$ cat config.mk
export PLATFORM = sky130hd
export DESIGN_NAME = loop_addr_table_multi_flat
export DESIGN_NICKNAME = d
export VERILOG_FILES = /design/src/rtl/loop_addr_table_multi_if.sv /design/src/rtl/loop_addr_table_multi.sv /design/src/flat_wrapper.sv
export SDC_FILE = /design/constraint.sdc
export NUM_CORES = 1
export LEC_CHECK = 0
export CORE_MARGIN = 2
export CORE_UTILIZATION = 40
export CTS_CLUSTER_DIAMETER = 40
export DETAILED_ROUTE_END_ITERATION = 8
export PLACE_DENSITY = 0.7
export SYNTH_ARGS = -nofsm -noshare
export SYNTH_HDL_FRONTEND = slang
export SYNTH_SLANG_ARGS = --single-unit
$ cat constraint.sdc
create_clock -name clk -period 7.19 [get_ports clk]
set_clock_uncertainty 0.05 [all_clocks]
set_input_delay 1.438 -clock clk [delete_from_list [all_inputs] [get_ports clk]]
set_output_delay 1.438 -clock clk [all_outputs]
set_load 0.01 [all_outputs]
$ cat src/rtl/loop_addr_table_multi_if.sv
// Fetch-side bundle between the fetch unit and the loop-address table.
// Signal names match the block's published port names.
interface loop_addr_table_multi_if #(
    parameter int FETCH_WIDTH = 4,
    parameter int PC_W        = 16
);
    logic [FETCH_WIDTH*PC_W-1:0] pc_in;
    logic [FETCH_WIDTH-1:0]      bck_lp_bus_in;
    logic                        fetch_valid_in;
    logic                        mis_pred_in;
    logic                        lat_flush_in;
    logic [1:0]                  lbd_state_out;
    logic                        loop_strt_out;
    logic [FETCH_WIDTH-1:0]      inst_valid_out;
    logic                        fnsh_unrll_out;
    logic                        stll_ftch_out;

    modport master (
        output pc_in, bck_lp_bus_in, fetch_valid_in,
        output mis_pred_in, lat_flush_in,
        input  lbd_state_out, loop_strt_out, inst_valid_out,
        input  fnsh_unrll_out, stll_ftch_out
    );

    modport slave (
        input  pc_in, bck_lp_bus_in, fetch_valid_in,
        input  mis_pred_in, lat_flush_in,
        output lbd_state_out, loop_strt_out, inst_valid_out,
        output fnsh_unrll_out, stll_ftch_out
    );
endinterface

$ cat src/rtl/loop_addr_table_multi.sv
// Loop detection / unroll controller: learns backward-branch loop bodies
// into a small table, then masks and counts re-fetched loop groups.
module loop_addr_table_multi #(
    parameter int FETCH_WIDTH = 4,
    parameter int PC_W        = 16,
    parameter int ENTRIES     = 4,
    parameter int MAX_INSTS   = 64,
    parameter int CNT_W       = 8
) (
    input logic                    clk,
    input logic                    rst,
    loop_addr_table_multi_if.slave bus
);
    localparam int IDX_W = (ENTRIES > 1) ? $clog2(ENTRIES) : 1;
    localparam logic [CNT_W-1:0] MAX_C = CNT_W'(MAX_INSTS);
    localparam logic [CNT_W-1:0] FW_C  = CNT_W'(FETCH_WIDTH);
    localparam logic [IDX_W-1:0] LAST  = IDX_W'(ENTRIES - 1);

    typedef enum logic [1:0] {
        S_IDLE  = 2'b00,
        S_TRAIN = 2'b01,
        S_DISP  = 2'b10,
        S_HOLD  = 2'b11
    } state_e;

    state_e state_q, state_d;

    logic [ENTRIES-1:0] vld_q, vld_d;
    logic [PC_W-1:0]    start_q [ENTRIES];
    logic [PC_W-1:0]    start_d [ENTRIES];
    logic [PC_W-1:0]    tail_q  [ENTRIES];
    logic [PC_W-1:0]    tail_d  [ENTRIES];
    logic [CNT_W-1:0]   num_q   [ENTRIES];
    logic [CNT_W-1:0]   num_d   [ENTRIES];
    logic [IDX_W-1:0]   rr_q, rr_d;

    logic [PC_W-1:0]  lp_tail_q, lp_tail_d;
    logic [PC_W-1:0]  tr_start_q, tr_start_d;
    logic [CNT_W-1:0] lp_num_q, lp_num_d;
    logic [CNT_W-1:0] issued_q, issued_d;
    logic             pend_q, pend_d;
    logic             fnsh_q, fnsh_d;
    logic             stll_q, stll_d;

    logic [PC_W-1:0]        slot_pc [FETCH_WIDTH];
    logic [FETCH_WIDTH-1:0] slot_bck;
    logic                   hit;
    logic [IDX_W-1:0]       hit_idx;
    logic [PC_W-1:0]        bck_pc;
    logic [PC_W-1:0]        cur_tail;
    logic [CNT_W-1:0]       cur_num;
    logic                   tmatch;
    logic [CNT_W-1:0]       tcnt;
    logic [FETCH_WIDTH-1:0] dmask;
    logic [PC_W-1:0]        start_eff;
    logic                   upd;
    logic [IDX_W-1:0]       upd_idx;

    // Slot decode, table lookup and oldest tail match in the current group
    always_comb begin
        hit      = 1'b0;
        hit_idx  = '0;
        bck_pc   = '0;
        tmatch   = 1'b0;
        tcnt     = '0;
        dmask    = '1;
        upd      = 1'b0;
        upd_idx  = '0;
        for (int k = 0; k < FETCH_WIDTH; k++) begin
            slot_pc[k]  = bus.pc_in[(FETCH_WIDTH-k)*PC_W-1 -: PC_W];
            slot_bck[k] = bus.bck_lp_bus_in[FETCH_WIDTH-1-k];
        end
        for (int e = ENTRIES - 1; e >= 0; e--) begin
            if (vld_q[e] && start_q[e] == slot_pc[0]) begin
                hit     = 1'b1;
                hit_idx = IDX_W'(e);
            end
        end
        for (int k = FETCH_WIDTH - 1; k >= 0; k--) begin
            if (slot_bck[k]) bck_pc = slot_pc[k];
        end
        cur_tail = (state_q == S_IDLE) ? tail_q[hit_idx] : lp_tail_q;
        cur_num  = (state_q == S_IDLE) ? num_q[hit_idx] : lp_num_q;
        for (int k = FETCH_WIDTH - 1; k >= 0; k--) begin
            if (slot_pc[k] == cur_tail) begin
                tmatch = 1'b1;
                tcnt   = CNT_W'(k + 1);
            end
        end
        for (int k = 0; k < FETCH_WIDTH; k++) begin
            dmask[FETCH_WIDTH-1-k] = !tmatch || (CNT_W'(k) < tcnt);
        end
        start_eff = pend_q ? slot_pc[0] : tr_start_q;
        for (int e = ENTRIES - 1; e >= 0; e--) begin
            if (vld_q[e] && start_q[e] == start_eff) begin
                upd     = 1'b1;
                upd_idx = IDX_W'(e);
            end
        end
    end

    logic [FETCH_WIDTH-1:0] mask;
    logic                   disp_go;
    logic                   wr_en;
    logic [IDX_W-1:0]       wr_idx;
    logic [CNT_W-1:0]       issued_new;
    logic [CNT_W-1:0]       num_new;

    always_comb begin
        state_d    = state_q;
        vld_d      = vld_q;
        start_d    = start_q;
        tail_d     = tail_q;
        num_d      = num_q;
        rr_d       = rr_q;
        lp_tail_d  = lp_tail_q;
        tr_start_d = tr_start_q;
        lp_num_d   = lp_num_q;
        issued_d   = issued_q;
        pend_d     = pend_q;
        fnsh_d     = fnsh_q;
        stll_d     = stll_q;
        mask       = '1;
        disp_go    = 1'b0;
        wr_en      = 1'b0;
        wr_idx     = rr_q;
        issued_new = '0;
        num_new    = '0;

        unique case (state_q)
            S_IDLE: begin
                if (bus.fetch_valid_in) begin
                    if (hit) begin
                        lp_tail_d = tail_q[hit_idx];
                        lp_num_d  = num_q[hit_idx];
                        state_d   = S_DISP;
                        disp_go   = 1'b1;
                    end else if (|slot_bck) begin
                        lp_tail_d = bck_pc;
                        lp_num_d  = '0;
                        pend_d    = 1'b1;
                        state_d   = S_TRAIN;
                    end
                end
            end
            S_TRAIN: begin
                if (bus.fetch_valid_in) begin
                    tr_start_d = start_eff;
                    pend_d     = 1'b0;
                    if (tmatch) begin
                        lp_num_d = lp_num_q + tcnt;
                        wr_en    = 1'b1;
                        state_d  = S_IDLE;
                    end else begin
                        num_new  = lp_num_q + FW_C;
                        lp_num_d = num_new;
                        if (num_new > MAX_C) state_d = S_IDLE;
                    end
                end
            end
            S_DISP: begin
                mask    = '0;
                disp_go = bus.fetch_valid_in;
            end
            S_HOLD: mask = '0;
        endcase

        // The hit group in IDLE is handled exactly like a DISPATCH group
        if (disp_go) begin
            issued_new = (state_q == S_IDLE) ? '0 : issued_q;
            issued_new = issued_new + (tmatch ? tcnt : FW_C);
            issued_d   = issued_new;
            mask       = dmask;
            if (tmatch && (issued_new + cur_num > MAX_C)) begin
                fnsh_d  = 1'b1;
                stll_d  = 1'b1;
                state_d = S_HOLD;
            end
        end

        if (bus.mis_pred_in || bus.lat_flush_in) begin
            state_d  = S_IDLE;
            issued_d = '0;
            lp_num_d = '0;
            pend_d   = 1'b0;
            fnsh_d   = 1'b0;
            stll_d   = 1'b0;
            wr_en    = 1'b0;
            if (!bus.mis_pred_in) begin
                vld_d = '0;
                rr_d  = '0;
            end
        end

        if (wr_en) begin
            wr_idx          = upd ? upd_idx : rr_q;
            vld_d[wr_idx]   = 1'b1;
            start_d[wr_idx] = start_eff;
            tail_d[wr_idx]  = lp_tail_q;
            num_d[wr_idx]   = lp_num_d;
            if (!upd) rr_d = (rr_q == LAST) ? '0 : rr_q + 1'b1;
        end
    end

    always_ff @(posedge clk or posedge rst) begin
        if (rst) begin
            state_q    <= S_IDLE;
            vld_q      <= '0;
            rr_q       <= '0;
            lp_tail_q  <= '0;
            tr_start_q <= '0;
            lp_num_q   <= '0;
            issued_q   <= '0;
            pend_q     <= 1'b0;
            fnsh_q     <= 1'b0;
            stll_q     <= 1'b0;
            for (int e = 0; e < ENTRIES; e++) begin
                start_q[e] <= '0;
                tail_q[e]  <= '0;
                num_q[e]   <= '0;
            end
        end else begin
            state_q    <= state_d;
            vld_q      <= vld_d;
            rr_q       <= rr_d;
            lp_tail_q  <= lp_tail_d;
            tr_start_q <= tr_start_d;
            lp_num_q   <= lp_num_d;
            issued_q   <= issued_d;
            pend_q     <= pend_d;
            fnsh_q     <= fnsh_d;
            stll_q     <= stll_d;
            for (int e = 0; e < ENTRIES; e++) begin
                start_q[e] <= start_d[e];
                tail_q[e]  <= tail_d[e];
                num_q[e]   <= num_d[e];
            end
        end
    end

    assign bus.lbd_state_out  = state_q;
    assign bus.loop_strt_out  = (state_q == S_IDLE) && bus.fetch_valid_in && hit
                                && !bus.mis_pred_in && !bus.lat_flush_in;
    assign bus.inst_valid_out = mask;
    assign bus.fnsh_unrll_out = fnsh_q;
    assign bus.stll_ftch_out  = stll_q;
endmodule
$ cat src/flat_wrapper.sv
// flat-port wrapper written by rule: the top's interface ports become plain ports
module loop_addr_table_multi_flat 
#(
    parameter int FETCH_WIDTH = 4,
    parameter int PC_W        = 16,
    parameter int ENTRIES     = 4,
    parameter int MAX_INSTS   = 64,
    parameter int CNT_W       = 8
)
  (clk, rst, bus_pc_in, bus_bck_lp_bus_in, bus_fetch_valid_in, bus_mis_pred_in, bus_lat_flush_in, bus_lbd_state_out, bus_loop_strt_out, bus_inst_valid_out, bus_fnsh_unrll_out, bus_stll_ftch_out);
  loop_addr_table_multi_if #(.FETCH_WIDTH(FETCH_WIDTH), .PC_W(PC_W)) bus_i ();
  input logic clk;
  input logic rst;
  input wire logic [$bits(bus_i.pc_in)-1:0] bus_pc_in;
  input wire logic [$bits(bus_i.bck_lp_bus_in)-1:0] bus_bck_lp_bus_in;
  input wire logic [$bits(bus_i.fetch_valid_in)-1:0] bus_fetch_valid_in;
  input wire logic [$bits(bus_i.mis_pred_in)-1:0] bus_mis_pred_in;
  input wire logic [$bits(bus_i.lat_flush_in)-1:0] bus_lat_flush_in;
  output wire logic [$bits(bus_i.lbd_state_out)-1:0] bus_lbd_state_out;
  output wire logic [$bits(bus_i.loop_strt_out)-1:0] bus_loop_strt_out;
  output wire logic [$bits(bus_i.inst_valid_out)-1:0] bus_inst_valid_out;
  output wire logic [$bits(bus_i.fnsh_unrll_out)-1:0] bus_fnsh_unrll_out;
  output wire logic [$bits(bus_i.stll_ftch_out)-1:0] bus_stll_ftch_out;
  assign bus_i.pc_in = bus_pc_in;
  assign bus_i.bck_lp_bus_in = bus_bck_lp_bus_in;
  assign bus_i.fetch_valid_in = bus_fetch_valid_in;
  assign bus_i.mis_pred_in = bus_mis_pred_in;
  assign bus_i.lat_flush_in = bus_lat_flush_in;
  assign bus_lbd_state_out = bus_i.lbd_state_out;
  assign bus_loop_strt_out = bus_i.loop_strt_out;
  assign bus_inst_valid_out = bus_i.inst_valid_out;
  assign bus_fnsh_unrll_out = bus_i.fnsh_unrll_out;
  assign bus_stll_ftch_out = bus_i.stll_ftch_out;
  loop_addr_table_multi #(.FETCH_WIDTH(FETCH_WIDTH), .PC_W(PC_W), .ENTRIES(ENTRIES), .MAX_INSTS(MAX_INSTS), .CNT_W(CNT_W)) u_core (.clk(clk), .rst(rst), .bus(bus_i));
endmodule
==> reports/metrics.yaml <==
holdCritStartpoint: "u_core.tr_start_q[9]$_DFFE_PP0P_"
final_critical_delay_including_setup_and_external_delays_ns: 7.30
detailed_route_iter0_violations: 1869
totalWireLength_um: 84800
cp-end-kind: "flip-flop"
core_mm2: 0.0409
std_cell_rows: 74
cts_num_sinks: 218
critPathMostFrequentCell: "buf_4"
avgRoutedWirePerCell_um: 28.8
reg2regPathDepth: 36
final_layout_size_suffix_gt1_share_pct: 36.3
via_per_inst: 6.14
cts.path.max_buffers: 3
total_power_mw: 4.27
fill_cells: 3487
post_synth_fa_ha_maj_area_fraction_pct: 1.56
dpl-instance-area_mm2: 0.0206
globalRouteTotalUtil_pct: 38.2
gp_congestion: 1.07
power.ir.vdd_worst_v: 0.000189
timing_hold_violations_final: 0
clock-root-buffer: "clkbuf_16"
worst-slew-pin-transition_ns: 1.07
final_max_slew_viol_count: 0
min_to: "u_core.tr_start_q[9]$_DFFE_PP0P_"
startpoint_of_the_most_critical_register_to_register_path: "u_core.start_q[49]$_DFFE_PP0P_"
setup_repair_after_global_routing_missed_its_margin: "yes"
io_buffers: 81
drt-pass1-iter-count: 6
cp-start-kind: "primary input"
grt_antenna_before_repair: 0
grt-ovfl-total: 0
max_cap_viol_count: 0
synth_compound_gate_area_share_pct: 19.5
setup_violating_endpoint_count_in_the_final_report: 2
setup-tns-final_ns: -0.200
worst_reg_to_reg_setup_slack_ns: 0.54
via_count_of_the_first_global_routing_pass: 17900
synth_enable_flop_cells: 0
die_h_um: 208
power.leakage_nw: 11.1
max_slew_margin_pct: 26.5
areaGrowthSynthToFinish_pct: 45.3
post-route-period-util_pct: 101
synth.lib_cells_used.distinct: 90
grt_pass1_wl_um: 122000
post-route-drc-count: 0
syn-cell-area_mm2: 0.0166
design.portCount: 82
outcome: "finished with violations"
avgSynthCellArea_um2: 8.68
tritoncts: "built"
mappedNetlistNets: 2009
post_synth_inst_count: 1917
timing.setup.critical_path_class: "in2reg"
clk_latency_ns: 0.59
nNetsFinal: 2467
cts.htree.levels: 2
post_route_worst_setup_slack_ns: -0.106
worstHoldPathCells: 2
place.detailed.hpwl_um: 62600
critical_path_peak_fanout: 5
postSynthRegisterBits: 218
synth-simple-area-share_pct: 16.8
synth_xor_xnor_area_share_pct: 10.7
grt_start_max_net_pins: 146
async_reset_ff_share_pct: 100
cts.clk_slew.worst_paths_ns: 0.05
design_area_mm2: 0.0242
detailroute.via_count: 18100
worstPathRequired_ns: 7.62
floorplan.die_area_mm2: 0.0432
r2r-end: "u_core.bus.lbd_state_out[0]$_DFF_PP0_"
power_density_cells_mw_per_mm2: 177
die_width_um: 208
synth_top_family_by_area: "compound AO/OA/AOI/OAI gates"
critical-path-top-delay-family: "compound AO/OA/AOI/OAI gates"
crit_path_slowest_cell: "or4_4"
timing.critical_path.slowest_cell_delay_ns: 0.57
crit_arrival_ns: 7.73
cts_made_buffers: 43
synth-warning-count: 0
worst-path-buf-inv: 12
diodes: 0
max_freq_mhz: 137
synth_sequential_area_ratio_pct: 32.8
hold_path_class: "reg2reg"
prevailing_post_synth_register_cell: "dfrtp_1"
violations: "negative setup slack"
antenna_left: 0
muxShareOfSynthArea_pct: 12.3
initial_utilization_pct: 40.7
ctsHoldBuffers: 0
==> worst max path at each step <==
stage                        from                               endpoint  cells past startpoint
global route        bus_pc_in[50]  u_core.bus.fnsh_unrll_out$_DFFE_PP0P_                     36
global placement    bus_pc_in[49]  u_core.bus.fnsh_unrll_out$_DFFE_PP0P_                     34
detailed placement  bus_pc_in[49]  u_core.bus.fnsh_unrll_out$_DFFE_PP0P_                     34
finish              bus_pc_in[50]  u_core.bus.lbd_state_out[0]$_DFF_PP0_                     37
floorplan           bus_pc_in[59]  u_core.bus.fnsh_unrll_out$_DFFE_PP0P_                     32
CTS                 bus_pc_in[51]  u_core.bus.fnsh_unrll_out$_DFFE_PP0P_                     35
==> flip-flops by register name, indices dropped and copies added (netlist names) <==
register	count
u_core.start_q	64
u_core.tail_q	64
u_core.num_q	32
u_core.lp_tail_q	16
u_core.tr_start_q	16
u_core.issued_q	8
u_core.lp_num_q	8
u_core.vld_q	4
u_core.bus.lbd_state_out	2
u_core.rr_q	2
u_core.bus.fnsh_unrll_out	1
u_core.pend_q	1
==> stage by stage <==
| step | utilization, % | hold WS, ns | instances | worst slack (ns) |
|---|---|---|---|---|
| after floorplan | - | 0.399 | 1917 | 0.0000826 |
| after global placement | 50.3 | 0.411 | 2774 | -1.75 |
| after detailed placement | 50.3 | 0.421 | 2774 | -1.74 |
| after CTS | 56.9 | 0.432 | 2904 | -0.0388 |
| after global routing | 59.1 | 0.457 | 2940 | -0.257 |
| final | 59.1 | 0.426 | 2940 | -0.106 |
==> kinds of logic after synthesis <==
kind of cell	Yosys count
AND/OR/NAND/NOR	576
XOR/XNOR	204
AO/OA/AOI/OAI	476
flip-flops	218
adder cells (fa/ha/maj)	19
buffers and inverters	238
multiplexers	186
==> cells in the final DEF, fill, tap and decap left out, types with 12 or more instances in the layout <==
cell and instances:
a21o_1 29, ha_1 12, xnor2_2 34, xnor2_1 111
o31ai_1 15, clkbuf_16 45, mux2i_1 73, nand3_1 59
clkdlybuf4s50_1 62, o211ai_1 12, buf_4 414, a21oi_1 81
xor2_1 51, nand4_1 41, dfrtp_1 218, buf_12 26
nor2_1 106, a211oi_1 14, mux2_2 91, buf_6 40
mux2_4 14, o21ai_0 111, nand2_1 184, inv_1 87
nor3_1 26, o22ai_1 30, nor4_1 29
==> power by group <==
part           switching, mW  internal [mW]  leakage, nW
logic                  0.501          0.337         7.55
clock network          0.779           1.33        0.725
registers             0.0556           1.27         2.87
==> cell type report <==
| class | instances | area (µm²) | share of cell area, % |
|---|---|---|---|
| multi-input combinational | 1461 | 11300 | 46.9 |
| sequential | 218 | 5460 | 22.6 |
| timing repair buffer | 560 | 4850 | 20.1 |
| clock buffer | 48 | 1160 | 4.78 |
| tap | 532 | 666 | 2.75 |
| clock inverter | 30 | 362 | 1.50 |
| inverter | 91 | 345 | 1.43 |
==> layer usage <==
layer	wire length (µm)	global-route usage, %
met1	33100	48.2
met5	0	0
met4	6730	23.5
met3	7170	8.21
met2	37700	59.9
==> synthesized netlist by cell type, types with 13 or more instances <==
library cell	n	area (µm²)
a211oi_1	17	128
nand4_1	41	257
a21oi_1	90	450
nand3_1	62	310
xor2_1	51	447
mux2_4	13	195
o21ai_0	117	586
o31ai_1	22	165
o2111ai_1	15	131
o22ai_1	32	200
inv_1	91	342
xnor2_1	153	1340
dfrtp_1	218	5460
mux2_2	92	1040
nor2_1	113	424
nor3_1	32	160
buf_2	28	140
nor4_1	34	213
nand2_1	192	721
or3_1	15	93.8
a21o_1	29	218
ha_1	16	200
mux2i_1	76	761
clkbuf_1	95	357
==> tightest hold or removal path, cell delays in order (launching register included) <==
cell,delay [ns]
dfrtp_1,0.33
nand2_1,0.04
o21ai_0,0.06
==> what timing repair did <==
| action | in CTS | in global routing |
|---|---|---|
| buffers inserted | 54 | 41 |
| gates resized for setup | 194 | 127 |
| setup endpoints to repair | 14 | 5 |
| pin swaps | 96 | 102 |
| cloned | 0 | 1 |
Note: power is estimated with default switching activity, not from simulation.
